## src/rtl/spi_master_pkg.sv

```systemverilog
// Shared SPI definitions: default frame size, SPI mode and the master state encoding.
package spi_master_pkg;

    localparam int SPI_FRAME_BITS = 32;
    localparam int SPI_MODE       = 0;

    typedef enum logic [2:0] {
        ST_IDLE,
        ST_SETUP,
        ST_SHIFT,
        ST_HOLD,
        ST_GAP
    } spi_state_e;

endpackage

```

## src/rtl/spi_clk_gen.sv

```systemverilog
// SCLK divider: CLK_DIV cycles low then CLK_DIV cycles high while enabled, idles low.
// rise_o/fall_o are high in the cycle whose closing edge moves SCLK.
module spi_clk_gen #(
    parameter int CLK_DIV = 4
) (
    input  logic clk_i,
    input  logic rst_n_i,
    input  logic en_i,
    output logic sclk_o,
    output logic rise_o,
    output logic fall_o
);

    localparam int DW = $clog2(CLK_DIV + 1);

    logic [DW-1:0] div_cnt;
    logic          half_done;

    assign half_done = en_i && (div_cnt == DW'(CLK_DIV - 1));
    assign rise_o    = half_done && !sclk_o;
    assign fall_o    = half_done && sclk_o;

    always_ff @(posedge clk_i) begin
        if (!rst_n_i || !en_i) begin
            div_cnt <= '0;
            sclk_o  <= 1'b0;
        end else if (half_done) begin
            div_cnt <= '0;
            sclk_o  <= ~sclk_o;
        end else begin
            div_cnt <= div_cnt + 1'b1;
        end
    end

endmodule

```

## src/rtl/spi_master.sv

```systemverilog
// Mode-0 SPI master: one MSB-first frame per start_i or per synchronized interrupt
// when auto_en_i is set, with programmable CS setup/hold/gap timing.
module spi_master
    import spi_master_pkg::*;
#(
    parameter int FRAME_BITS = SPI_FRAME_BITS,
    parameter int CLK_DIV    = 4,
    parameter int CS_SETUP   = 2,
    parameter int CS_HOLD    = 2,
    parameter int CS_GAP     = 4
) (
    input  logic                  clk_i,
    input  logic                  rst_n_i,
    input  logic                  start_i,
    input  logic [FRAME_BITS-1:0] tx_data_i,
    input  logic                  auto_en_i,
    input  logic                  irq_i,
    output logic                  busy_o,
    output logic                  done_o,
    output logic [FRAME_BITS-1:0] rx_data_o,
    output logic                  spi_sclk_o,
    output logic                  spi_cs_o,
    output logic                  spi_mosi_o,
    input  logic                  spi_miso_i
);

    localparam int BW = $clog2(FRAME_BITS + 1);
    localparam int PW = 16;

    spi_state_e            state;
    logic [PW-1:0]         ph_cnt;
    logic [BW-1:0]         bit_cnt;
    logic [FRAME_BITS-1:0] tx_sr;
    logic [FRAME_BITS-1:0] rx_sr;
    logic                  irq_s1, irq_s2, irq_s3, irq_pend;
    logic                  launch, sck_rise, sck_fall;

    assign launch = (state == ST_IDLE) && (start_i || (irq_pend && auto_en_i));

    spi_clk_gen #(.CLK_DIV(CLK_DIV)) u_clk_gen (
        .clk_i   (clk_i),
        .rst_n_i (rst_n_i),
        .en_i    (state == ST_SHIFT),
        .sclk_o  (spi_sclk_o),
        .rise_o  (sck_rise),
        .fall_o  (sck_fall)
    );

    // A fresh edge coinciding with a launch stays pending for the next frame.
    always_ff @(posedge clk_i) begin
        if (!rst_n_i) begin
            irq_s1   <= 1'b0;
            irq_s2   <= 1'b0;
            irq_s3   <= 1'b0;
            irq_pend <= 1'b0;
        end else begin
            irq_s1 <= irq_i;
            irq_s2 <= irq_s1;
            irq_s3 <= irq_s2;
            if (!auto_en_i)            irq_pend <= 1'b0;
            else if (irq_s2 && !irq_s3) irq_pend <= 1'b1;
            else if (launch)           irq_pend <= 1'b0;
        end
    end

    // tx_sr holds the bits still to be sent; the bit on the wire lives in spi_mosi_o.
    always_ff @(posedge clk_i) begin
        if (!rst_n_i) begin
            state      <= ST_IDLE;
            ph_cnt     <= '0;
            bit_cnt    <= '0;
            tx_sr      <= '0;
            rx_sr      <= '0;
            rx_data_o  <= '0;
            busy_o     <= 1'b0;
            done_o     <= 1'b0;
            spi_cs_o   <= 1'b1;
            spi_mosi_o <= 1'b0;
        end else begin
            done_o <= 1'b0;
            case (state)
                ST_IDLE: if (launch) begin
                    state      <= ST_SETUP;
                    ph_cnt     <= PW'(CS_SETUP - 1);
                    tx_sr      <= {tx_data_i[FRAME_BITS-2:0], 1'b0};
                    spi_mosi_o <= tx_data_i[FRAME_BITS-1];
                    spi_cs_o   <= 1'b0;
                    busy_o     <= 1'b1;
                end
                ST_SETUP: if (ph_cnt == '0) begin
                    state   <= ST_SHIFT;
                    bit_cnt <= '0;
                end else begin
                    ph_cnt <= ph_cnt - 1'b1;
                end
                ST_SHIFT: begin
                    if (sck_rise) rx_sr <= {rx_sr[FRAME_BITS-2:0], spi_miso_i};
                    if (sck_fall) begin
                        spi_mosi_o <= tx_sr[FRAME_BITS-1];
                        tx_sr      <= tx_sr << 1;
                        if (bit_cnt == BW'(FRAME_BITS - 1)) begin
                            state  <= ST_HOLD;
                            ph_cnt <= PW'(CS_HOLD - 1);
                        end else begin
                            bit_cnt <= bit_cnt + 1'b1;
                        end
                    end
                end
                ST_HOLD: if (ph_cnt == '0) begin
                    state      <= ST_GAP;
                    ph_cnt     <= PW'(CS_GAP - 1);
                    spi_cs_o   <= 1'b1;
                    spi_mosi_o <= 1'b0;
                    done_o     <= 1'b1;
                    rx_data_o  <= rx_sr;
                end else begin
                    ph_cnt <= ph_cnt - 1'b1;
                end
                ST_GAP: if (ph_cnt == '0) begin
                    state  <= ST_IDLE;
                    busy_o <= 1'b0;
                end else begin
                    ph_cnt <= ph_cnt - 1'b1;
                end
                default: state <= ST_IDLE;
            endcase
        end
    end

endmodule

```

## config.mk

```make
export PLATFORM = sky130hd
export DESIGN_NAME = spi_master
export DESIGN_NICKNAME = d
export VERILOG_FILES = /design/src/rtl/spi_master_pkg.sv /design/src/rtl/spi_clk_gen.sv /design/src/rtl/spi_master.sv
export SDC_FILE = /design/constraint.sdc
export NUM_CORES = 1
export LEC_CHECK = 0
export CORE_UTILIZATION = 60
export CTS_CLUSTER_DIAMETER = 80
export CTS_CLUSTER_SIZE = 24
export DETAILED_ROUTE_END_ITERATION = 12
export DONT_BUFFER_PORTS = 1
export PLACE_DENSITY = 0.81
export SLEW_MARGIN = 10
export SYNTH_ARGS = -nofsm -noshare
export SYNTH_HDL_FRONTEND = slang
export SYNTH_SLANG_ARGS = --single-unit
```

## constraint.sdc

```tcl
create_clock -name clk_i -period 3 [get_ports clk_i]
set_input_delay 0.6 -clock clk_i [delete_from_list [all_inputs] [get_ports clk_i]]
set_output_delay 0.6 -clock clk_i [all_outputs]
set_load 0.02 [all_outputs]
```

==> results by group <==
Logic synthesis
  – Post-synth EDFFs: 0
  – Seq/Total Area, Yosys: 0.4938
  – Largest family of logic cells by synthesized area: simple AND/OR/NAND/NOR gates
  – Xor/xnor share of the synthesized area: 0.02455
  – Synth area leaders: dfxtp_1 49%, nand2_1 15%, a21oi_1 7.0%
  – Mean Syn Cell Area: just over 8 µm²
  – Synth area leader: dfxtp_1
  – Post-synth top flop: dfxtp_1
  – Synth Area in Adders: 0.01169
  – Cell Area, Synth: 5351 µm²
  – FF+latch count, synth: 132
  – Post-synthesis compound-gate area fraction: 0.1784
  – Synth top area share: 0.4938
  – Post-synthesis simple-gate area fraction: 0.2485
  – Synth cell types: 48
  – Syn Nets: roughly 700
  – Post-synth ARST share: 0
  – Mux share of post-synthesis cell area: 0.001870
  – Syn Inst Count: 655
  – Synthesis warning total: 0

Finish
  – Area growth syn-to-layout: 11.62%
  – Post-Layout Cell Count: 761
  – Layout fillers: 724
  – ANT cells: 0
  – Layout cells sized above 1: 0.09188
  – Final Instance Area: 5973 µm²
  – NumNets Final: between 600 and 700
  – Post-route core utilization: 0.6883

Clock network
  – CTS tree: done
  – CTS buffer count: 17
  – Resized cells post-CTS: 0
  – CTS Buffer Depth: 2
  – Clock insertion delay at the later pin of the skew report: 510 ps
  – Root buf cell: clkbuf_8
  – Post-CTS Setup Repair Bufs: 0
  – Clock transition at path regs: 60 ps
  – Num Clock Sinks: approximately 130
  – CTS Hold Bufs: 0
  – H-tree depth: 4

Flow run
  – MaxCap Viol Count: 0

Placement
  – DP Wirelength: 6.878 mm
  – Placed cell area: roughly 5400 µm²
  – Placed instance count: 729
  – Placement Setup Slack: 481.0 ps
  – GPL Wtd Cong: 0.7907
  – I/O Buffers: 0

Critical path
  – R2R Path Start: u_clk_gen.div_cnt[0]$_SDFF_PP0_
  – Reg2reg end: ph_cnt[9]$_SDFFE_PN0P_
  – Worst Setup End Kind: register
  – Largest delay contributor family on the critical path: compound AO/OA/AOI/OAI gates
  – Max FO, Critical Path: 9
  – Worst path bufs/invs: 1
  – CP required: roughly 3400 ps
  – R2R Setup Slk: 450 ps
  – Worst path arrival time: 2940 ps
  – CP peak stage delay: 450 ps
  – CP max-delay cell: a2111oi_1
  – Setup CP Type: reg -> reg
  – R2r worst-path depth: 9
  – Critical Path, Cell by Cell: ha_1 > ha_1 > nand2_2 > nor4_2 > o311ai_2 > buf_4 > a2111oi_1 > xnor2_1 > nor2_1
  – Critical path launch point type: register
  – CP dominant cell by count: ha_1

Route
  – Via Count: 4401
  – DR pass1 iterations: 4
  – Via density: 5.783
  – DRT antenna net count: 0
  – DRT iter0 DRCs: 250
  – DRC: 0
  – WL/cell: 14.12 µm
  – Total Wirelength: 10.75 mm

Timing
  – Final Setup Violations: 0
  – Worst hold slack: around 170 ps
  – Final WS setup: approximately 450 ps
  – Final period util: 0.8496
  – RSZ-0062 raised after global routing: false
  – Max Transition Viols Final: 0
  – FMAX: 0.3924 GHz
  – Tightest Pin Transition: 698.2 ps
  – Minimum clock period: 2549 ps
  – Rel. slew slack: 0.5334
  – Final TNS setup: 0 ps
  – Endpoints failing hold: 0
  – Final Skew: 8.949 ps

Floorplanning
  – Placement Rows: 34
  – Horiz. Die Dim: 96.44 µm
  – Height of the chip: 96.44 µm
  – Io pins: 75
  – Die area: 9301 µm²
  – Core area: 8678 µm²
  – Starting density of the core: 0.6166

Power and ir drop
  – Leak Pwr: 2.041 nW
  – Peak VDD IR: 0.0004289 V
  – Pwr/cell area: 927.1 nW/µm²
  – Total power: 5.538 mW

Global routing
  – Vias in the first global route: 4058
  – Largest net degree at the start of global routing: 97
  – Global-route usage over all layers: 0.2496
  – GRT overflow: 0
  – Initial antenna violation count: 0
  – First-pass GRT wire length: 18.01 mm

Status
  – Status: completed

Hold path
  – WHS Endpoint: spi_cs_o$_SDFFE_PN1P_
  – Hold path cells: 1
  – Beginning of the worst hold path: rst_n_i
  – HP Class: in -> reg
## cell type report
class,count,area (µm²),share of cell area
clock buffers,18,417.9,0.06996
clock inverters,14,130.1,0.02178
inverters,7,26.28,0.004399
multi-input cells,472,2521,0.4221
flip-flops and latches,132,2643,0.4424
well taps,108,135.1,0.02262
repair buffers,10,100.1,0.01676
## cell families (layout without fill, tap and decap cells)
group / count (synthesis) / count (layout)
AND/OR/NAND/NOR: 313 / 313
AO/OA/AOI/OAI: 138 / 138
flip-flops: 132 / 132
buffers and inverters: 51 / 49
XOR/XNOR: 15 / 15
adder cells (fa/ha/maj): 5 / 5
multiplexers: 1 / 1
## registers in the layout, summed over array words and instances (netlist names)
register and flops:
state 3, irq_pend 1, rx_data_o 32, rx_sr 32
tx_sr 31, spi_mosi_o 1, ph_cnt 16, u_clk_gen.div_cnt 3
done_o 1, u_clk_gen.sclk_o 1, irq_s3 1, irq_s1 1
spi_cs_o 1, irq_s2 1, bit_cnt 6, busy_o 1
## worst reg2reg max path, delay by kind of cell (launching register included)
family          cells  cell delay [ps]
compound gates      2              650
simple gates        3              530
buf+inv             1              250
xor+xnor            1              180
flops               1              340
fa+ha+maj           2              480
## report_power, final
part           switching, mW  internal (mW)
registers              0.195           1.95
clock network          0.780           1.11
logic                  0.905          0.601
total                   1.88           3.66
## Yosys cell counts, types with 2 or more instances
master and number:
nand2_1 209, dfxtp_1 132, a21oi_1 75, nor2_1 59, clkbuf_1 32, a311oi_1 30
xnor2_1 15, o21ai_0 9, buf_2 8, inv_1 6, nand3_1 6, nor3_1 6
a211oi_1 5, and2_1 5, ha_1 5, nand2b_1 4, a2111oi_4 3, a31oi_1 3
buf_4 3, nor3_2 3, or3_1 3, or4_1 3, a2111oi_1 2, nand2_2 2
nand3_2 2, nand4_1 2, o311a_1 2
## worst max-delay path by stage
stage	start	endpoint	slack, ps	cells past startpoint
2_1_floorplan	u_clk_gen.div_cnt[0]$_SDFF_PP0_	ph_cnt[2]$_SDFFE_PN0P_	920	10
3_3_place_gp	u_clk_gen.div_cnt[0]$_SDFF_PP0_	ph_cnt[9]$_SDFFE_PN0P_	650	9
3_5_place_dp	u_clk_gen.div_cnt[0]$_SDFF_PP0_	ph_cnt[9]$_SDFFE_PN0P_	480	9
4_1_cts	u_clk_gen.div_cnt[0]$_SDFF_PP0_	ph_cnt[9]$_SDFFE_PN0P_	450	9
5_1_grt	u_clk_gen.div_cnt[0]$_SDFF_PP0_	ph_cnt[9]$_SDFFE_PN0P_	220	9
6_report	u_clk_gen.div_cnt[0]$_SDFF_PP0_	ph_cnt[9]$_SDFFE_PN0P_	450	9
## cell usage in the layout (no fill, tap or decap), types with 3 or more instances in the layout
master      count
clkbuf_16      16
a31oi_1         3
nor3_4          3
inv_1           6
a21oi_1        75
inv_6           3
nand2_1       209
and2_1          5
clkinvlp_4      4
a311oi_1       30
a2111oi_4       3
nand2b_1        4
or4_1           3
xnor2_1        15
a211oi_1        5
clkinv_2        3
nor2_1         59
nor3_1          6
ha_1            5
buf_4           8
dfxtp_1       132
nand3_1         6
o21ai_0         9
or3_1           3
## per-layer routing
metal | track usage | vias up | part of all wire
met1 | 0.3067 | 2078 | 0.45
met3 | 0.06964 | 16 | 0.049
met4 | 0.1066 | 0 | 0.015
li1 | - | 2200 | -
met5 | 0 | - | 0
met2 | 0.4096 | 107 | 0.49
Note: power is estimated with default switching activity, not from simulation.
